[src/rtl/reg_nto1_mux_pipe_if.sv]
// Handshake bundle for reg_nto1_mux_pipe: input lanes/select, output value, sticky error.
// neg_in exists only when REG_MUX_NEG_EN is defined.
interface reg_nto1_mux_pipe_if #(
  parameter int WIDTH  = 8,
  parameter int NUM_IN = 4
);
  localparam int SEL_W = $clog2(NUM_IN);

  logic [NUM_IN*WIDTH-1:0] d_in;
  logic [SEL_W-1:0]        sel_in;
`ifdef REG_MUX_NEG_EN
  logic                    neg_in;
`endif
  logic                    in_valid;
  logic                    in_ready;
  logic signed [WIDTH-1:0] y_output;
  logic                    out_valid;
  logic                    out_ready;
  logic                    sel_err;

`ifdef REG_MUX_NEG_EN
  modport master (
    output d_in, sel_in, neg_in, in_valid, out_ready,
    input  in_ready, y_output, out_valid, sel_err
  );
  modport slave (
    input  d_in, sel_in, neg_in, in_valid, out_ready,
    output in_ready, y_output, out_valid, sel_err
  );
`else
  modport master (
    output d_in, sel_in, in_valid, out_ready,
    input  in_ready, y_output, out_valid, sel_err
  );
  modport slave (
    input  d_in, sel_in, in_valid, out_ready,
    output in_ready, y_output, out_valid, sel_err
  );
`endif
endinterface

[src/rtl/reg_nto1_mux_pipe.sv]
// Registered N-to-1 signed operand mux with optional saturating negation (REG_MUX_NEG_EN).
// Latency: one cycle from input transfer to out_valid; one transfer per cycle sustained.
// Backpressure: two-entry skid (OR + SK); in_ready is a flop, no path from out_ready.
module reg_nto1_mux_pipe #(
  parameter int WIDTH  = 8,
  parameter int NUM_IN = 4
) (
  input  logic                 clk,
  input  logic                 rst_n,
  reg_nto1_mux_pipe_if.slave   bus
);

  logic signed [WIDTH-1:0] sel_val;
  logic signed [WIDTH-1:0] cap_val;
  logic                    sel_oor;
  logic                    in_xfer;
  logic                    out_xfer;

  logic                    or_vld_q,  or_vld_d;
  logic signed [WIDTH-1:0] or_dat_q,  or_dat_d;
  logic                    sk_vld_q,  sk_vld_d;
  logic signed [WIDTH-1:0] sk_dat_q,  sk_dat_d;
  logic                    in_rdy_q,  in_rdy_d;
  logic                    sel_err_q, sel_err_d;

`ifdef REG_MUX_NEG_EN
  localparam logic signed [WIDTH-1:0] S_MIN = {1'b1, {(WIDTH-1){1'b0}}};
  localparam logic signed [WIDTH-1:0] S_MAX = {1'b0, {(WIDTH-1){1'b1}}};
`endif

  // Unmatched (out-of-range) selects fall through to zero.
  always_comb begin
    sel_val = '0;
    for (int i = 0; i < NUM_IN; i++) begin
      if (32'(bus.sel_in) == i) begin
        sel_val = bus.d_in[i*WIDTH +: WIDTH];
      end
    end
    sel_oor = (32'(bus.sel_in) >= NUM_IN);
  end

  always_comb begin
`ifdef REG_MUX_NEG_EN
    if (!bus.neg_in) begin
      cap_val = sel_val;
    end else if (sel_val == S_MIN) begin
      cap_val = S_MAX;
    end else begin
      cap_val = -sel_val;
    end
`else
    cap_val = sel_val;
`endif
  end

  assign in_xfer  = bus.in_valid && in_rdy_q;
  assign out_xfer = or_vld_q && bus.out_ready;

  always_comb begin
    or_vld_d  = or_vld_q;
    or_dat_d  = or_dat_q;
    sk_vld_d  = sk_vld_q;
    sk_dat_d  = sk_dat_q;
    sel_err_d = sel_err_q || (in_xfer && sel_oor);

    if (!or_vld_q || (out_xfer && !sk_vld_q)) begin
      or_vld_d = in_xfer;
      if (in_xfer) begin
        or_dat_d = cap_val;
      end
    end else if (out_xfer) begin
      // SK is full here: promote it and let any concurrent input refill SK.
      or_dat_d = sk_dat_q;
      sk_vld_d = in_xfer;
      if (in_xfer) begin
        sk_dat_d = cap_val;
      end
    end else if (in_xfer) begin
      sk_vld_d = 1'b1;
      sk_dat_d = cap_val;
    end

    in_rdy_d = !sk_vld_d;
  end

  always_ff @(posedge clk or negedge rst_n) begin
    if (!rst_n) begin
      or_vld_q  <= 1'b0;
      or_dat_q  <= '0;
      sk_vld_q  <= 1'b0;
      sk_dat_q  <= '0;
      in_rdy_q  <= 1'b1;
      sel_err_q <= 1'b0;
    end else begin
      or_vld_q  <= or_vld_d;
      or_dat_q  <= or_dat_d;
      sk_vld_q  <= sk_vld_d;
      sk_dat_q  <= sk_dat_d;
      in_rdy_q  <= in_rdy_d;
      sel_err_q <= sel_err_d;
    end
  end

  assign bus.in_ready  = in_rdy_q;
  assign bus.out_valid = or_vld_q;
  assign bus.y_output  = or_dat_q;
  assign bus.sel_err   = sel_err_q;

endmodule

[src/flat_wrapper.sv]
// flat-port wrapper written by rule: the top's interface ports become plain ports
module reg_nto1_mux_pipe_flat 
#(
  parameter int WIDTH  = 8,
  parameter int NUM_IN = 4
)
  (clk, rst_n, bus_d_in, bus_sel_in, bus_in_valid, bus_out_ready, bus_in_ready, bus_y_output, bus_out_valid, bus_sel_err);
  reg_nto1_mux_pipe_if #(.WIDTH(WIDTH), .NUM_IN(NUM_IN)) bus_i ();
  input  logic clk;
  input  logic rst_n;
  input wire logic [$bits(bus_i.d_in)-1:0] bus_d_in;
  input wire logic [$bits(bus_i.sel_in)-1:0] bus_sel_in;
  input wire logic [$bits(bus_i.in_valid)-1:0] bus_in_valid;
  input wire logic [$bits(bus_i.out_ready)-1:0] bus_out_ready;
  output wire logic [$bits(bus_i.in_ready)-1:0] bus_in_ready;
  output wire logic [$bits(bus_i.y_output)-1:0] bus_y_output;
  output wire logic [$bits(bus_i.out_valid)-1:0] bus_out_valid;
  output wire logic [$bits(bus_i.sel_err)-1:0] bus_sel_err;
  assign bus_i.d_in = bus_d_in;
  assign bus_i.sel_in = bus_sel_in;
  assign bus_i.in_valid = bus_in_valid;
  assign bus_i.out_ready = bus_out_ready;
  assign bus_in_ready = bus_i.in_ready;
  assign bus_y_output = bus_i.y_output;
  assign bus_out_valid = bus_i.out_valid;
  assign bus_sel_err = bus_i.sel_err;
  reg_nto1_mux_pipe #(.WIDTH(WIDTH), .NUM_IN(NUM_IN)) u_core (.clk(clk), .rst_n(rst_n), .bus(bus_i));
endmodule
[config.mk]
export PLATFORM = sky130hd
export DESIGN_NAME = reg_nto1_mux_pipe_flat
export DESIGN_NICKNAME = d
export VERILOG_FILES = /design/src/rtl/reg_nto1_mux_pipe_if.sv /design/src/rtl/reg_nto1_mux_pipe.sv /design/src/flat_wrapper.sv
export SDC_FILE = /design/constraint.sdc
export NUM_CORES = 1
export LEC_CHECK = 0
export CAP_MARGIN = 5
export CORE_ASPECT_RATIO = 1.25
export CORE_UTILIZATION = 40
export DETAILED_ROUTE_END_ITERATION = 6
export PLACE_DENSITY = 0.79
export SLEW_MARGIN = 20
export SYNTH_ARGS = -nofsm -noshare
export SYNTH_HDL_FRONTEND = slang
export SYNTH_SLANG_ARGS = --single-unit
[constraint.sdc]
create_clock -name clk -period 2 [get_ports clk]
set_clock_uncertainty 0.1 [all_clocks]
set_input_delay 0.4 -clock clk [delete_from_list [all_inputs] [get_ports clk]]
set_output_delay 0.4 -clock clk [all_outputs]
set_load 0.005 [all_outputs]
**Yosys cells after proc, flatten, opt, wreduce, memory -nomap -nowiden**

Index checks and enable logic that the tools add are counted.

- Bitwise gates (word level): 1
- Eq/ne operators: 4
- Multiplexer cells: 10
- Reduce and logical (&&, ||, !) cells: 11

Operators with widths:

| operator | count |
|---|---|
| $mux W8 | 7 |
| $eq A2 B2 Y1 const B | 2 |
| $reduce_and A2 Y1 | 2 |
| $logic_and A1 B1 Y1 | 3 |
| $logic_not A1 Y1 | 3 |
| $mux W1 | 3 |
| $eq A2 B1 Y1 const B | 1 |
| $logic_not A2 Y1 | 1 |
| $ne A2 B1 Y1 const B | 1 |
| $reduce_bool A2 Y1 | 1 |
| $logic_or A1 B1 Y1 | 1 |
| $not A1 Y1 | 1 |

- Input port bits: 38
- Register bits after elaboration: 19
- Output and inout bits: 11

**Longest topological paths before layout**

- Depth after elaboration: 7
- Depth in mapped cells: 4
- Mapped depth without buffers: 3

**Worst setup path after synthesis**

OpenSTA, ideal clock, no wires.

- Kind: input to register
- Start: input bus_sel_in[0]
- End: register u_core.or_dat_q[0] (netlist: u_core.bus.y_output[0])
- Slack: 0.425 ns
- Data arrival time: 1.349 ns
- Library setup time: 0.126 ns
- Buffers on the path: 1
- Stages on the path: 3
- Data required time: 1.774 ns
- Cell sequence: buf_6 mux4_2 a221o_1

- Word-level cells in the longest chain between the ends: 7
- Elaborated cells on any way between the ends: 10
- Classes of those cells: eq/ne (3); mux (6); reduce/logical (1)

Ends and longest elaborated chain:

| item | line | source |
|---|---|---|
| start: declaration | flat_wrapper.sv:12 | `input wire logic [$bits(bus_i.sel_in)-1:0] bus_sel_in;` |
| $logic_not A2 Y1 | reg_nto1_mux_pipe.sv:35 | `if (32'(bus.sel_in) == i) begin` |
| $mux W8 (3 in series) | reg_nto1_mux_pipe.sv:35 |  |
| $mux W8 * | reg_nto1_mux_pipe.sv:35 |  |
| $mux W8 * | reg_nto1_mux_pipe.sv:68 | `if (in_xfer) begin` |
| $mux W8 * | reg_nto1_mux_pipe.sv:66 | `if (!or_vld_q \|\| (out_xfer && !sk_vld_q)) begin` |
| end signal: assignment | reg_nto1_mux_pipe.sv:96 | `or_dat_q <= or_dat_d;` |
| end: declaration | reg_nto1_mux_pipe.sv:20 | `logic signed [WIDTH-1:0] or_dat_q, or_dat_d;` |

Every way passes the cells marked *; elsewhere a longest branch is shown, timed or not. The select of a mux whose other input is x is not followed.
A chain may end at the register's enable or synchronous reset.

**Worst setup path in the final report**

- Start: register u_core.in_rdy_q (netlist: u_core.bus.in_ready)
- End: output bus_in_ready

RTL lines:

| item | line | source |
|---|---|---|
| start: declaration | reg_nto1_mux_pipe.sv:23 | `logic in_rdy_q, in_rdy_d;` |
| start signal: assignment | reg_nto1_mux_pipe.sv:99 | `in_rdy_q <= in_rdy_d;` |
| end: declaration | flat_wrapper.sv:15 | `output wire logic [$bits(bus_i.in_ready)-1:0] bus_in_ready;` |

No word-level cell between the ends.

==> impl_metrics.ini <==
[global_routing]
antenna_found_initial = 0
met2_usage = 0.313
grt_busiest_layer = met2
grt_max_degree = 20
gr-usage-met1 = 0.266
globalRouteOverflowTotal = 0
grt_pass1_vias = 897
grt_pass1_wl_um = 3930
grtUsageTotal = 0.198
grt_use_met3 = 0.0184

[detailed_routing]
antenna_left = 0
wirelength_um = 2220
via_count = 860
drtIter0Drc = 29
viasPerCell = 5.55
drc = 0
wire_per_inst_um = 14.3
drt-pass1-iter-count = 4

[place]
dp.cells = 151
hpwl_um = 1780
gp_congestion = 0.725
io_buffers = 47

[synth]
synthesis.area_um2 = 1020
synth_xor_area_frac = 0
synth-edff-count = 0
synth_fa_ha_area_frac = 0
synthCells = 69
synthMuxAreaShare = 0.264
ys_seq_area_frac = 0.466
synth_top_area_share = 0.441
yosysWarnings = 0
synthSimpleGateAreaFrac = 0.103
ys.flop_type = dfrtp_1
synth_top_family_by_area = multiplexers
yosys-top-cells-count = dfrtp_1, a221o_1, and4_1, mux2_2, mux4_2
synth_top_area_cell = dfrtp_1
yosys.cell_types.count = 22
synth_area_leaders = dfrtp_1, mux4_2, mux2_2, a221o_1, and4_1
yosysMostFrequentCell = dfrtp_1
synth_compound_area_frac = 0.124
ys_seq_elements = 19
async_flop_share = 1.00
syn_nets = 107
syn_area_per_cell_um2 = 14.8

[floorplanning]
dieArea_um2 = 2760
core_um2 = 2430
placementRows = 20
die_h_um = 58.5
io_pins = 49
initial_utilization = 0.421
die-width_um = 47.2

[timing]
period_needed_ns = 1.88
relSlewSlack = 0.574
slew_viol_final = 0
period_share = 0.939
tns_ns = 0
setup_viol = 0
rsz0062_at_grt = false
fmax_mhz = 532
tightest_slew_ns = 0.637
hold_viol = 0
whs_ns = 0.311

[clocking]
cts_setup_buffers = 0
cts_resized = 0
ctsHoldBuffers = 0
insertion_delay_ns = 0.30
cts_sinks = 19
cts.htree.levels = 1
cts_buffers = 3
clkTransAtPathRegs_ns = 0.11
tritoncts = done
cts.root.buffer_cell = clkbuf_4
clockBufferDepth = 2

[status]
status = complete, no violations

[pwr]
switching_share = 0.308
vdd_drop_max_mv = 0.461
p_per_area_nw_per_um2 = 1040
pwr-share-comb = 0.452
p_leak_uw = 0.000652
total_power_uw = 1660
p_clk_frac = 0.116
p_switching_uw = 511
p_int_uw = 1140
seq_power_share = 0.431

[setup_path]
crit_chain = clkdlybuf4s50_1
cp_slowest_cell = dfstp_2
cp.required_ns = 1.50
path_class = reg -> out
crit_buf_inv = 1
worstPathArrival_ns = 1.38
cp-start-kind = register
cp_max_fo = 4
cp_slowest_stage_delay_ns = 0.58
worstSetupEndpointType = output port
cp_top_family = flip-flops
r2r_setup_slack_ns = 0.13

[final_layout]
final_cell_count_no_fill = 155
multi_input_area_um2 = 505
final_nets = 161
final.fill_count = 192
final_layout_size_suffix_gt1_frac = 0.262
area_growth_pct = 55.4
area.sequential_um2 = 477
antenna_cells = 0
final_core_util = 0.655

[hold_path]
min_path_type = in -> async

[run]
cap_violations = 0
==> worst reg2reg max path, cell delays in order, from the launching register on <==
cell,delay (ns)
dfrtp_1,0.58
a22oi_1,0.17
buf_4,0.16
a211oi_2,0.55
a221o_1,0.25
==> placed cells by master, fill, tap and decap left out <==
cell type,synthesis,layout
a211oi_2,1,1
a21bo_1,1,1
a21boi_1,1,1
a221o_1,8,8
a22o_1,1,1
a22oi_1,1,1
and4_1,8,8
buf_4,1,9
clkbuf_4,0,3
clkdlybuf4s50_1,0,47
clkinv_2,0,1
conb_1,1,1
dfrtp_1,18,18
dfstp_2,1,1
mux2_2,8,8
mux4_2,8,8
nand2_1,1,1
nand2b_1,1,1
nand4_2,1,1
nor2b_1,1,1
or2_1,1,1
==> cells by family after synthesis <==
group | Yosys count
AOI/OAI and AO/OA | 13
and+or+nand+nor | 13
muxes | 16
DFF | 19
other | 1
buffers and inverters | 7
==> routing by layer <==
layer / part of all wire / wire (um)
met2: 0.50 / 1110
met1: 0.41 / 899
met5: 0 / 0
met3: 0.070 / 156
met4: 0.025 / 55
==> state kept, by name, summed over array words and instances, names as in the netlist <==
register and cells:
u_core.bus.out_valid 1, u_core.bus.in_ready 1, u_core.sk_dat_q 8, u_core.bus.y_output 8, u_core.sk_vld_q 1
==> path summary, 6_finish.rpt <==
check	start	to	depth (start not counted)
worst max-delay path	u_core.bus.in_ready	bus_in_ready	1
min in group clk	u_core.sk_dat_q[6]	u_core.sk_dat_q[6]	1
worst min-delay path	rst_n	u_core.sk_dat_q[7]	2
worst max register to register	u_core.sk_vld_q	u_core.bus.y_output[3]	4
max in group asynchronous	rst_n	u_core.bus.in_ready	2
worst min register to register	u_core.sk_dat_q[6]	u_core.sk_dat_q[6]	1
==> stage by stage <==
stage               instance area [um^2]  worst slack [ns]
global route                        1590            0.0565
detailed placement                  1560            -0.114
global placement                    1560            -0.104
finish                              1590             0.122
CTS                                 1590             0.109
floorplan                           1020             0.425
==> power by group through the flow <==
stage | Sequential [uW] | Clock (uW) | Combinational [uW]
6_report | 714 | 193 | 749
5_1_grt | 741 | 214 | 810
4_1_cts | 713 | 200 | 755
3_5_place_dp | 718 | 0 | 756
3_3_place_gp | 706 | 0 | 739
2_1_floorplan | 681 | 0 | 406
==> cell type report <==
| class | instances | share of cell area |
|---|---|---|
| clock buffers | 3 | 0.0142 |
| clock inverters | 1 | 0.00315 |
| multi-input cells | 43 | 0.318 |
| flip-flops and latches | 19 | 0.300 |
| well taps | 33 | 0.0260 |
| repair buffers | 56 | 0.339 |
No activity file was read; power rests on OpenSTA's default activity.
